===== src/rtl/exec_ctrl_pkg.sv =====
// Shared definitions for exec_alu_seq: FSM state encoding, ALU op codes, default width.
package exec_ctrl_pkg;

    localparam int unsigned DEFAULT_WIDTH = 16;
    localparam int unsigned OP_W          = 3;

    localparam logic [OP_W-1:0] OP_ADD = 3'b000;
    localparam logic [OP_W-1:0] OP_AND = 3'b001;
    localparam logic [OP_W-1:0] OP_OR  = 3'b010;
    localparam logic [OP_W-1:0] OP_XOR = 3'b011;

    typedef enum logic [1:0] {
        IDLE = 2'd0,
        OPR  = 2'd1,
        TGT  = 2'd2,
        HOLD = 2'd3
    } state_e;

endpackage


===== src/rtl/exec_alu_seq.sv =====
// exec_alu_seq: sequences one shared ALU for the data op (OPR) and the
// PC+offset branch target add (TGT), then holds the result until consumed.
// Optional: define EXEC_JMP_SKIP_EN to skip TGT for requests with jump=0.
module exec_alu_seq
    import exec_ctrl_pkg::*;
#(
    parameter int unsigned WIDTH = DEFAULT_WIDTH
) (
    input  logic             clk,
    input  logic             rst,
    input  logic             in_valid,
    output logic             in_ready,
    input  logic [WIDTH-1:0] pc,
    input  logic [WIDTH-1:0] alu_a,
    input  logic [WIDTH-1:0] alu_b,
    input  logic [WIDTH-1:0] jmp_off,
    input  logic [OP_W-1:0]  alu_op,
    input  logic             inv_a,
    input  logic             inv_b,
    input  logic             cin,
    input  logic             jump,
    output logic [WIDTH-1:0] sh_in_a,
    output logic [WIDTH-1:0] sh_in_b,
    output logic [OP_W-1:0]  sh_oper,
    output logic             sh_inv_a,
    output logic             sh_inv_b,
    output logic             sh_cin,
    output logic             sh_sign,
    input  logic [WIDTH-1:0] sh_out,
    input  logic             sh_zero,
    input  logic             sh_ofl,
    output logic             out_valid,
    input  logic             out_ready,
    output logic [WIDTH-1:0] alu_out,
    output logic             zf,
    output logic             of,
    output logic [WIDTH-1:0] next_pc,
    output logic             busy
);

    state_e            state_q, state_d;
    logic [WIDTH-1:0]  pc_q, pc_d, a_q, a_d, b_q, b_d, off_q, off_d;
    logic [OP_W-1:0]   op_q, op_d;
    logic              inv_a_q, inv_a_d, inv_b_q, inv_b_d, cin_q, cin_d, jump_q, jump_d;
    logic [WIDTH-1:0]  alu_out_q, alu_out_d, next_pc_q, next_pc_d;
    logic              zf_q, zf_d, of_q, of_d;
    logic              out_valid_q, out_valid_d, busy_q, busy_d;
    logic [WIDTH-1:0]  sh_in_a_q, sh_in_a_d, sh_in_b_q, sh_in_b_d;
    logic [OP_W-1:0]   sh_oper_q, sh_oper_d;
    logic              sh_inv_a_q, sh_inv_a_d, sh_inv_b_q, sh_inv_b_d;
    logic              sh_cin_q, sh_cin_d, sh_sign_q, sh_sign_d;
    logic              accept_c;

    // Ready in IDLE, or in HOLD when the current result is being consumed.
    assign in_ready = (state_q == IDLE) | ((state_q == HOLD) & out_ready);
    assign accept_c = in_valid & in_ready;

    // Next state, request latch and result capture.
    always_comb begin
        state_d   = state_q;
        pc_d      = pc_q;
        a_d       = a_q;
        b_d       = b_q;
        off_d     = off_q;
        op_d      = op_q;
        inv_a_d   = inv_a_q;
        inv_b_d   = inv_b_q;
        cin_d     = cin_q;
        jump_d    = jump_q;
        alu_out_d = alu_out_q;
        zf_d      = zf_q;
        of_d      = of_q;
        next_pc_d = next_pc_q;

        if (accept_c) begin
            pc_d    = pc;
            a_d     = alu_a;
            b_d     = alu_b;
            off_d   = jmp_off;
            op_d    = alu_op;
            inv_a_d = inv_a;
            inv_b_d = inv_b;
            cin_d   = cin;
            jump_d  = jump;
        end

        case (state_q)
            IDLE: if (accept_c) state_d = OPR;
            OPR: begin
                alu_out_d = sh_out;
                zf_d      = sh_zero;
                of_d      = sh_ofl;
`ifdef EXEC_JMP_SKIP_EN
                if (!jump_q) begin
                    next_pc_d = pc_q;
                    state_d   = HOLD;
                end else begin
                    state_d   = TGT;
                end
`else
                state_d = TGT;
`endif
            end
            TGT: begin
                // Target add wraps modulo 2^WIDTH; sh_ofl is irrelevant here.
                next_pc_d = jump_q ? sh_out : pc_q;
                state_d   = HOLD;
            end
            HOLD: if (out_ready) state_d = accept_c ? OPR : IDLE;
            default: state_d = IDLE;
        endcase
    end

    // Shared-ALU drive and status, computed for the state being entered so they are registered.
    always_comb begin
        sh_in_a_d  = '0;
        sh_in_b_d  = '0;
        sh_oper_d  = '0;
        sh_inv_a_d = 1'b0;
        sh_inv_b_d = 1'b0;
        sh_cin_d   = 1'b0;
        sh_sign_d  = 1'b0;
        case (state_d)
            OPR: begin
                sh_in_a_d  = a_d;
                sh_in_b_d  = b_d;
                sh_oper_d  = op_d;
                sh_inv_a_d = inv_a_d;
                sh_inv_b_d = inv_b_d;
                sh_cin_d   = cin_d;
                sh_sign_d  = 1'b1;
            end
            TGT: begin
                sh_in_a_d = pc_d;
                sh_in_b_d = off_d;
                sh_oper_d = OP_ADD;
            end
            default: ;
        endcase
        out_valid_d = (state_d == HOLD);
        busy_d      = (state_d != IDLE);
    end

    // State and datapath registers; reset drops any in-flight request.
    always_ff @(posedge clk or posedge rst) begin
        if (rst) begin
            state_q     <= IDLE;
            pc_q        <= '0;
            a_q         <= '0;
            b_q         <= '0;
            off_q       <= '0;
            op_q        <= '0;
            inv_a_q     <= 1'b0;
            inv_b_q     <= 1'b0;
            cin_q       <= 1'b0;
            jump_q      <= 1'b0;
            alu_out_q   <= '0;
            zf_q        <= 1'b0;
            of_q        <= 1'b0;
            next_pc_q   <= '0;
            out_valid_q <= 1'b0;
            busy_q      <= 1'b0;
            sh_in_a_q   <= '0;
            sh_in_b_q   <= '0;
            sh_oper_q   <= '0;
            sh_inv_a_q  <= 1'b0;
            sh_inv_b_q  <= 1'b0;
            sh_cin_q    <= 1'b0;
            sh_sign_q   <= 1'b0;
        end else begin
            state_q     <= state_d;
            pc_q        <= pc_d;
            a_q         <= a_d;
            b_q         <= b_d;
            off_q       <= off_d;
            op_q        <= op_d;
            inv_a_q     <= inv_a_d;
            inv_b_q     <= inv_b_d;
            cin_q       <= cin_d;
            jump_q      <= jump_d;
            alu_out_q   <= alu_out_d;
            zf_q        <= zf_d;
            of_q        <= of_d;
            next_pc_q   <= next_pc_d;
            out_valid_q <= out_valid_d;
            busy_q      <= busy_d;
            sh_in_a_q   <= sh_in_a_d;
            sh_in_b_q   <= sh_in_b_d;
            sh_oper_q   <= sh_oper_d;
            sh_inv_a_q  <= sh_inv_a_d;
            sh_inv_b_q  <= sh_inv_b_d;
            sh_cin_q    <= sh_cin_d;
            sh_sign_q   <= sh_sign_d;
        end
    end

    assign sh_in_a   = sh_in_a_q;
    assign sh_in_b   = sh_in_b_q;
    assign sh_oper   = sh_oper_q;
    assign sh_inv_a  = sh_inv_a_q;
    assign sh_inv_b  = sh_inv_b_q;
    assign sh_cin    = sh_cin_q;
    assign sh_sign   = sh_sign_q;
    assign out_valid = out_valid_q;
    assign alu_out   = alu_out_q;
    assign zf        = zf_q;
    assign of        = of_q;
    assign next_pc   = next_pc_q;
    assign busy      = busy_q;

endmodule


===== config.mk =====
export PLATFORM = sky130hd
export DESIGN_NAME = exec_alu_seq
export DESIGN_NICKNAME = d
export VERILOG_FILES = /design/src/rtl/exec_ctrl_pkg.sv /design/src/rtl/exec_alu_seq.sv
export SDC_FILE = /design/constraint.sdc
export NUM_CORES = 1
export LEC_CHECK = 0
export ABC_CLOCK_PERIOD_IN_PS = 10880
export CORE_MARGIN = 1.5
export CORE_UTILIZATION = 46
export DETAILED_ROUTE_END_ITERATION = 7
export PLACE_DENSITY = 0.83
export SYNTH_ARGS = -nofsm -noshare
export SYNTH_HDL_FRONTEND = slang
export SYNTH_SLANG_ARGS = --single-unit

===== constraint.sdc =====
create_clock -name clk -period 10.88 [get_ports clk]
set_input_delay 1.632 -clock clk [delete_from_list [all_inputs] [get_ports clk]]
set_output_delay 1.632 -clock clk [all_outputs]
set_load 0.01 [all_outputs]

# Yosys cells after proc, flatten, opt, wreduce, memory -nomap -nowiden
# Cells that the tools add are included.
# W data, S select, Z words.
[word_totals]
regBits = 148
input_bits = 93
output_inout_bits = 76
wordCells = 54
[classes]
eq_ne = 6
n_mux = 20
bitwise_logic = 3
reduce_logical = 2
[op_table]
columns = ["op", "n"]
rows = [
  ["$mux W16", 5],
  ["$pmux W16 S2", 2],
  ["$eq A2 B2 Y1 const B", 4],
  ["$mux W1", 8],
  ["$pmux W2 S4", 1],
  ["$mux W3", 2],
  ["$eq A2 B1 Y1 const B", 2],
  ["$mux W2", 2],
  ["$and A1 B1 Y1", 2],
  ["$logic_not A2 Y1", 1],
  ["$reduce_bool A2 Y1", 1],
  ["$or A1 B1 Y1", 1],
]

# Depth between registers and ports, before layout
# Gate-level depths: netlist of the first run.
[depth]
depth_word = 9
mapped_depth = 7

# Worst setup path after synthesis of the first run
# No wires, ideal clock.
[synth_path]
kind = "input-to-output"
startpoint = "input out_ready"
endpoint = "output in_ready"
arrival_ns = 2.047
setup_slack_ns = 7.201
path_stages = 3
n_path_buf = 0
path_cell_list = "a21bo_2 inv_1 nor2_1"
[synth_between]
elab_chain_len = 2
[synth_lines]
columns = ["element", "line_no", "source"]
rows = [
  ["start, declared", "exec_alu_seq.sv:33", "input logic out_ready,"],
  ["$and A1 B1 Y1", "exec_alu_seq.sv:55", "assign in_ready = (state_q == IDLE) | ((state_q == HOLD) & out_ready);"],
  ["$or A1 B1 Y1", "exec_alu_seq.sv:55", ""],
  ["end, declared", "exec_alu_seq.sv:12", "output logic in_ready,"],
]
# No other way between the ends.

# Worst setup path after layout of the first run
# Ends and elaborated chain as after synthesis.

==> results of run 1 <==
-- layer usage --
metal  vias to the layer above  wire, um  global-route usage, %
met5                         -         0                      0
met4                         0       220                   8.45
met3                        17       519                   4.67
met2                        97      4860                   33.2
met1                      1461      4230                   25.9
li1                       1396         -                      -
-- worst reg2reg max path, delay by kind of cell (launching register included) --
family	cells	cell delay [ns]
DFF	1	0.44
and+or+nand+nor	2	0.87
muxes	1	0.48
buffers and inverters	1	0.64
-- worst paths after layout --
kind | startpoint | endpoint | depth (start not counted)
max | out_ready | in_ready | 5
min | of$_DFFE_PP0N_ | of$_DFFE_PP0N_ | 2
max reg2reg | state_q[1]$_DFF_PP0_ | pc_q[15]$_DFF_PP0_ | 4
min reg2reg | of$_DFFE_PP0N_ | of$_DFFE_PP0N_ | 2
max in group asynchronous | rst | alu_out[6]$_DFFE_PP0N_ | 3
min in group asynchronous | rst | off_q[15]$_DFF_PP0_ | 2
-- cell families after synthesis --
kind of cell | after synthesis
simple gates | 84
buf+inv | 28
compound gates | 49
flops | 110
mux | 49
-- registers in the layout, summed over array words and instances (netlist names) --
signal,cells
pc_q,16
zf,1
sh_in_a,16
jump_q,1
sh_sign,1
sh_inv_b,1
alu_out,16
sh_cin,1
busy,1
of,1
sh_oper,3
state_q,2
off_q,16
next_pc,16
out_valid,1
sh_in_b,16
sh_inv_a,1
-- final cells by class --
cell class / count / area, sq um
Inverter: 4 / 20.0
Tap cell: 111 / 139
Clock buffer: 10 / 128
Multi-Input combinational cell: 182 / 1370
Timing Repair Buffer: 170 / 1700
Sequential cell: 110 / 2750
Clock inverter: 6 / 45.0
Fill cell: 698 / 3050
-- cells in the mapped netlist (all sizes together) --
library cell  count
or3               1
buf              14
clkbuf           10
nand3             1
a21bo             1
nand2            70
o21ai            16
dfrtp           110
and2              6
nor2b             1
mux2i            16
nor2              3
inv               4
nand2b            2
a22o             32
mux2             33
-- metrics by stage --
stage                     std cells  power (mW)  setup WS [ns]
after CTS                       593        1.75           6.19
after detailed placement        577        1.53           6.21
after global routing            593        1.84           6.10
after global placement          577        1.50           6.20
final                           593        1.73           6.19
after floorplan                 320        1.17           6.35
-- where the power goes --
part | total (mW) | leakage (nW) | switching, mW | internal [mW]
registers | 0.724 | 1.36 | 0.120 | 0.604
clock network | 0.221 | 0.0910 | 0.135 | 0.0854
logic | 0.788 | 1.37 | 0.326 | 0.462
total | 1.73 | 2.82 | 0.581 | 1.15
==> flow_metrics.env, run 1 <==
export IMPL_status="finished clean"
export IMPL_finalClockSkew_ns=0.0172
export IMPL_cts_tree="yes"
export IMPL_cp_start_kind="input port"
export IMPL_grt_pass1_vias=3013
export IMPL_core_area_sq_mm=0.00920
export IMPL_numPortBuffers=168
export IMPL_critPathRequiredTime_ns=9.25
export IMPL_yosysSeqAreaShare_pct=63.7
export IMPL_holdWs_ns=0.482
export IMPL_cp_common_cell="clkdlybuf4s50_1"
export IMPL_ys_warn_count=0
export IMPL_grt_pass1_wl_mm=15.7
export IMPL_ys_top_cells_by_area="dfrtp_1 (64%), mux2_4 (9.4%), a22o_1 (6.5%), nand2_1 (6.1%), mux2i_1 (3.7%)"
export IMPL_drtIter0Drc=89
export IMPL_grt_overflow=0
export IMPL_fmaxAchievable_mhz=213
export IMPL_power_density_mw_per_mm2=282
export IMPL_ant_nets=0
export IMPL_synth_mux_area_share_pct=14.6
export IMPL_yosys_area_share_adder_pct=0
export IMPL_maxSlewViolCount=0
export IMPL_core_rowCount=35
export IMPL_start_util_pct=47.0
export IMPL_hold_path_class="flop to flop"
export IMPL_synth_compound_area_share_pct=8.56
export IMPL_fin_nets=570
export IMPL_drt_pass1_iterations=4
export IMPL_synth_area_sq_mm=0.00432
export IMPL_die_x_um=100
export IMPL_route_detailed_drc=0
export IMPL_mostFrequentLayoutCells="clkdlybuf4s50_1 (168), dfrtp_1 (110), nand2_1 (70)"
export IMPL_rrSetupSlack_ns=8.34
export IMPL_grt_max_degree=72
export IMPL_ctsHoldBuffers=0
export IMPL_num_vias=2971
export IMPL_place_congestion=0.785
export IMPL_tightest_slew_ns=1.04
export IMPL_grt_util_all_layers_pct=20.2
export IMPL_critPathTopFamily="buffers and inverters"
export IMPL_power_leakage_nw=2.82
export IMPL_final_common_cell="clkdlybuf4s50_1"
export IMPL_synth_top_family_by_area="multiplexers"
export IMPL_path_cells="clkdlybuf4s50_1, a21bo_2, inv_1, nor2_1, clkdlybuf4s50_1"
export IMPL_slowest_stage="clkdlybuf4s50_1"
export IMPL_htree_levels=3
export IMPL_cts_resized=0
export IMPL_synth_fp_nets=413
export IMPL_rsz0062_at_grt="false"
export IMPL_cp_max_fo=4
export IMPL_irDropWorstVdd_uv=154
export IMPL_antenna_found_initial=0
export IMPL_slew_headroom_pct=30.9
export IMPL_crit_type="input port to output pin"
export IMPL_ys_ff_latch=110
export IMPL_cp_arrival_ns=3.06
export IMPL_finalHoldViolations=0
export IMPL_area_growth_pct=42.1
export IMPL_placed_area_sq_mm=0.00597
export IMPL_timing_setup_tns_ns=0
export IMPL_design_portCount=169
export IMPL_wire_per_inst_um=16.6
export IMPL_vias_per_cell=5.01
export IMPL_critPathCaptureType="output pin"
export IMPL_final_area_sq_mm=0.00615
export IMPL_dieArea_sq_mm=0.00999
export IMPL_post_cts_buffers=0
export IMPL_clock_sinks=110
export IMPL_clkLatencyLatePin_ns=0.36
export IMPL_cpPeakStageDelay_ns=0.58
export IMPL_drive_gt1_share_pct=11.4
export IMPL_clockRootBuffer="clkbuf_8"
export IMPL_fin_crit_sh_pct=43.1
export IMPL_netlist_area_leader_share_pct=63.7
export IMPL_die_height_um=100
export IMPL_clkTransAtPathRegs_ns=0.09
export IMPL_cts_buffers=9
export IMPL_final_util_pct=66.8
export IMPL_ys_types=21
export IMPL_finalSetupViolations=0
export IMPL_dpl_hpwl_mm=6.95
export IMPL_diodes=0
export IMPL_cap_violations=0
export IMPL_syn_avg_cell_area_sq_um=13.5
export IMPL_synthXorXnorAreaFrac_pct=0
export IMPL_routed_wl_mm=9.82
export IMPL_postSynthCellCount=320
export IMPL_cts_max_path_buffers=2
export IMPL_post_route_min_period_ns=4.69
export IMPL_worst_path_buf_inv=3
export IMPL_yosys_area_share_simple_pct=8.19
export IMPL_yosys_area_top_type="dfrtp_1"
No activity file was read; power rests on OpenSTA's default activity.
==> run 2: changes to the inputs <==
Settings changed: ABC_CLOCK_PERIOD_IN_PS 10880 to 4430, CORE_UTILIZATION 46 to 43, PLACE_DENSITY 0.83 to 0.78.
Clock period 10.88 ns to 4.43 ns, I/O delays scaled along.
==> flow_metrics.env, run 2 (synthesis gave the netlist of run 1 again) <==
export IMPL_dpl_worst_slack_ns=1.69
export IMPL_routed_wl_mm=9.76
export IMPL_cts_max_path_buffers=2
export IMPL_rsz0062_at_grt="false"
export IMPL_cpPeakStageDelay_ns=0.57
export IMPL_clkTransAtPathRegs_ns=0.09
export IMPL_power_mw=4.29
export IMPL_clkLatencyLatePin_ns=0.35
export IMPL_final_common_cell="clkdlybuf4s50_1"
export IMPL_irDropWorstVdd_uv=463
export IMPL_cap_violations=0
export IMPL_clockRootBuffer="clkbuf_8"
export IMPL_path_cells="clkdlybuf4s50_1, a21bo_2, inv_1, nor2_1, clkdlybuf4s50_1"
export IMPL_timing_setup_tns_ns=0
export IMPL_power_density_mw_per_mm2=691
export IMPL_dieArea_sq_mm=0.0107
export IMPL_route_detailed_drc=0
export IMPL_dpl_hpwl_mm=7.05
export IMPL_place_inst=600
export IMPL_r2r_worst_path_cells=4
export IMPL_worst_path_buf_inv=3
export IMPL_die_x_um=103
export IMPL_hold_path_class="flop to flop"
export IMPL_fin_crit_sh_pct=61.9
export IMPL_antenna_found_initial=2
export IMPL_vias_per_cell=4.80
export IMPL_start_util_pct=44.2
export IMPL_grt_pass1_vias=3052
export IMPL_min_to="of$_DFFE_PP0N_"
export IMPL_slew_headroom_pct=33.0
export IMPL_rr_startpoint="state_q[1]$_DFF_PP0_"
export IMPL_cts_resized=0
export IMPL_critPathCaptureType="output pin"
export IMPL_maxSlewViolCount=0
export IMPL_cp_start_kind="input port"
export IMPL_cp_common_cell="clkdlybuf4s50_1"
export IMPL_status="finished clean"
export IMPL_fin_nets=571
export IMPL_tightest_slew_ns=1.01
export IMPL_cp_arrival_ns=2.08
export IMPL_wire_per_inst_um=15.8
export IMPL_final_area_sq_mm=0.00620
export IMPL_r2r_end="off_q[0]$_DFF_PP0_"
export IMPL_grt_pass1_wl_mm=15.2
export IMPL_power_leakage_nw=2.83
export IMPL_ant_nets=0
export IMPL_design_portCount=169
export IMPL_drtIter0Drc=86
export IMPL_place_congestion=0.782
export IMPL_ctsHoldBuffers=0
export IMPL_diodes=0
export IMPL_die_height_um=103
export IMPL_finalClockSkew_ns=0.0153
export IMPL_htree_levels=3
export IMPL_slowest_stage="clkdlybuf4s50_1"
export IMPL_core_rowCount=36
export IMPL_cp_max_fo=4
export IMPL_final_cell_count_no_fill=616
export IMPL_drt_pass1_iterations=6
export IMPL_nFillCells=793
export IMPL_hold_path_cell_count=2
export IMPL_critPathRequiredTime_ns=3.77
export IMPL_post_route_min_period_ns=2.74
export IMPL_critPathTopFamily="buffers and inverters"
export IMPL_multi_input_area_sq_mm=0.00137
export IMPL_finalSetupViolations=0
export IMPL_post_cts_buffers=0
export IMPL_drive_gt1_share_pct=11.6
export IMPL_grt_max_degree=72
export IMPL_clock_sinks=110
export IMPL_hp_start="of$_DFFE_PP0N_"
export IMPL_finalWorstSetupSlack_ns=1.69
export IMPL_placed_area_sq_mm=0.00601
export IMPL_grt_overflow=0
export IMPL_num_vias=2957
export IMPL_crit_type="input port to output pin"
export IMPL_cts_tree="yes"
export IMPL_rrSetupSlack_ns=1.91
export IMPL_cts_buffers=9
export IMPL_finalHoldViolations=0
export IMPL_mostFrequentLayoutCells="clkdlybuf4s50_1 (168), dfrtp_1 (110), nand2_1 (70)"
export IMPL_area_growth_pct=43.4
export IMPL_grt_util_all_layers_pct=18.9
export IMPL_numPortBuffers=168
export IMPL_fmaxAchievable_mhz=365
export IMPL_seq_area_sq_mm=0.00275
export IMPL_core_area_sq_mm=0.00977
## run 2: worst register-to-register path, stage by stage (launching register included)
cell      delay (ns)
dfrtp_1         0.43
nand2b_1        0.69
nand3_4         0.14
inv_4           0.64
mux2_2          0.49
## run 2: metrics by stage
| stage | hold slack [ns] | util [%] |
|---|---|---|
| after floorplan | 0.469 | - |
| after global placement | 0.457 | 61.5 |
| after detailed placement | 0.465 | 61.5 |
| after CTS | 0.488 | 63.4 |
| after global routing | 0.506 | 63.4 |
| final | 0.483 | 63.4 |
## run 2: where the power goes
part           switching, mW  internal [mW]  total (mW)
combinational          0.794           1.14        1.93
sequential             0.299           1.48        1.78
clock                  0.328          0.245       0.573
## run 2: final cells by class
type	count	share of cell area (%)
repair buffers	171	27.5
clock inverters	4	0.605
clock buffers	12	2.50
well taps	133	2.68
flip-flops and latches	110	44.4
multi-input cells	182	22.0
inverters	4	0.323
## run 2: metal layers
metal | vias to the layer above | track usage (%) | share of wire [%] | wire length (um)
met2 | 118 | 31.8 | 49 | 4750
li1 | 1397 | - | - | -
met4 | 4 | 5.09 | 1.0 | 100
met5 | - | 0 | 0.35 | 34
met3 | 10 | 5.38 | 6.8 | 660
met1 | 1428 | 24.2 | 43 | 4210
## run 2: worst max-delay path by stage
stage,from,end,cells past startpoint
finish,out_ready,in_ready,5
global route,state_q[1]$_DFF_PP0_,in_ready,4
CTS,out_ready,in_ready,5
detailed placement,out_ready,in_ready,5
global placement,out_ready,in_ready,5
floorplan,rst,alu_out[0]$_DFFE_PP0N_,1
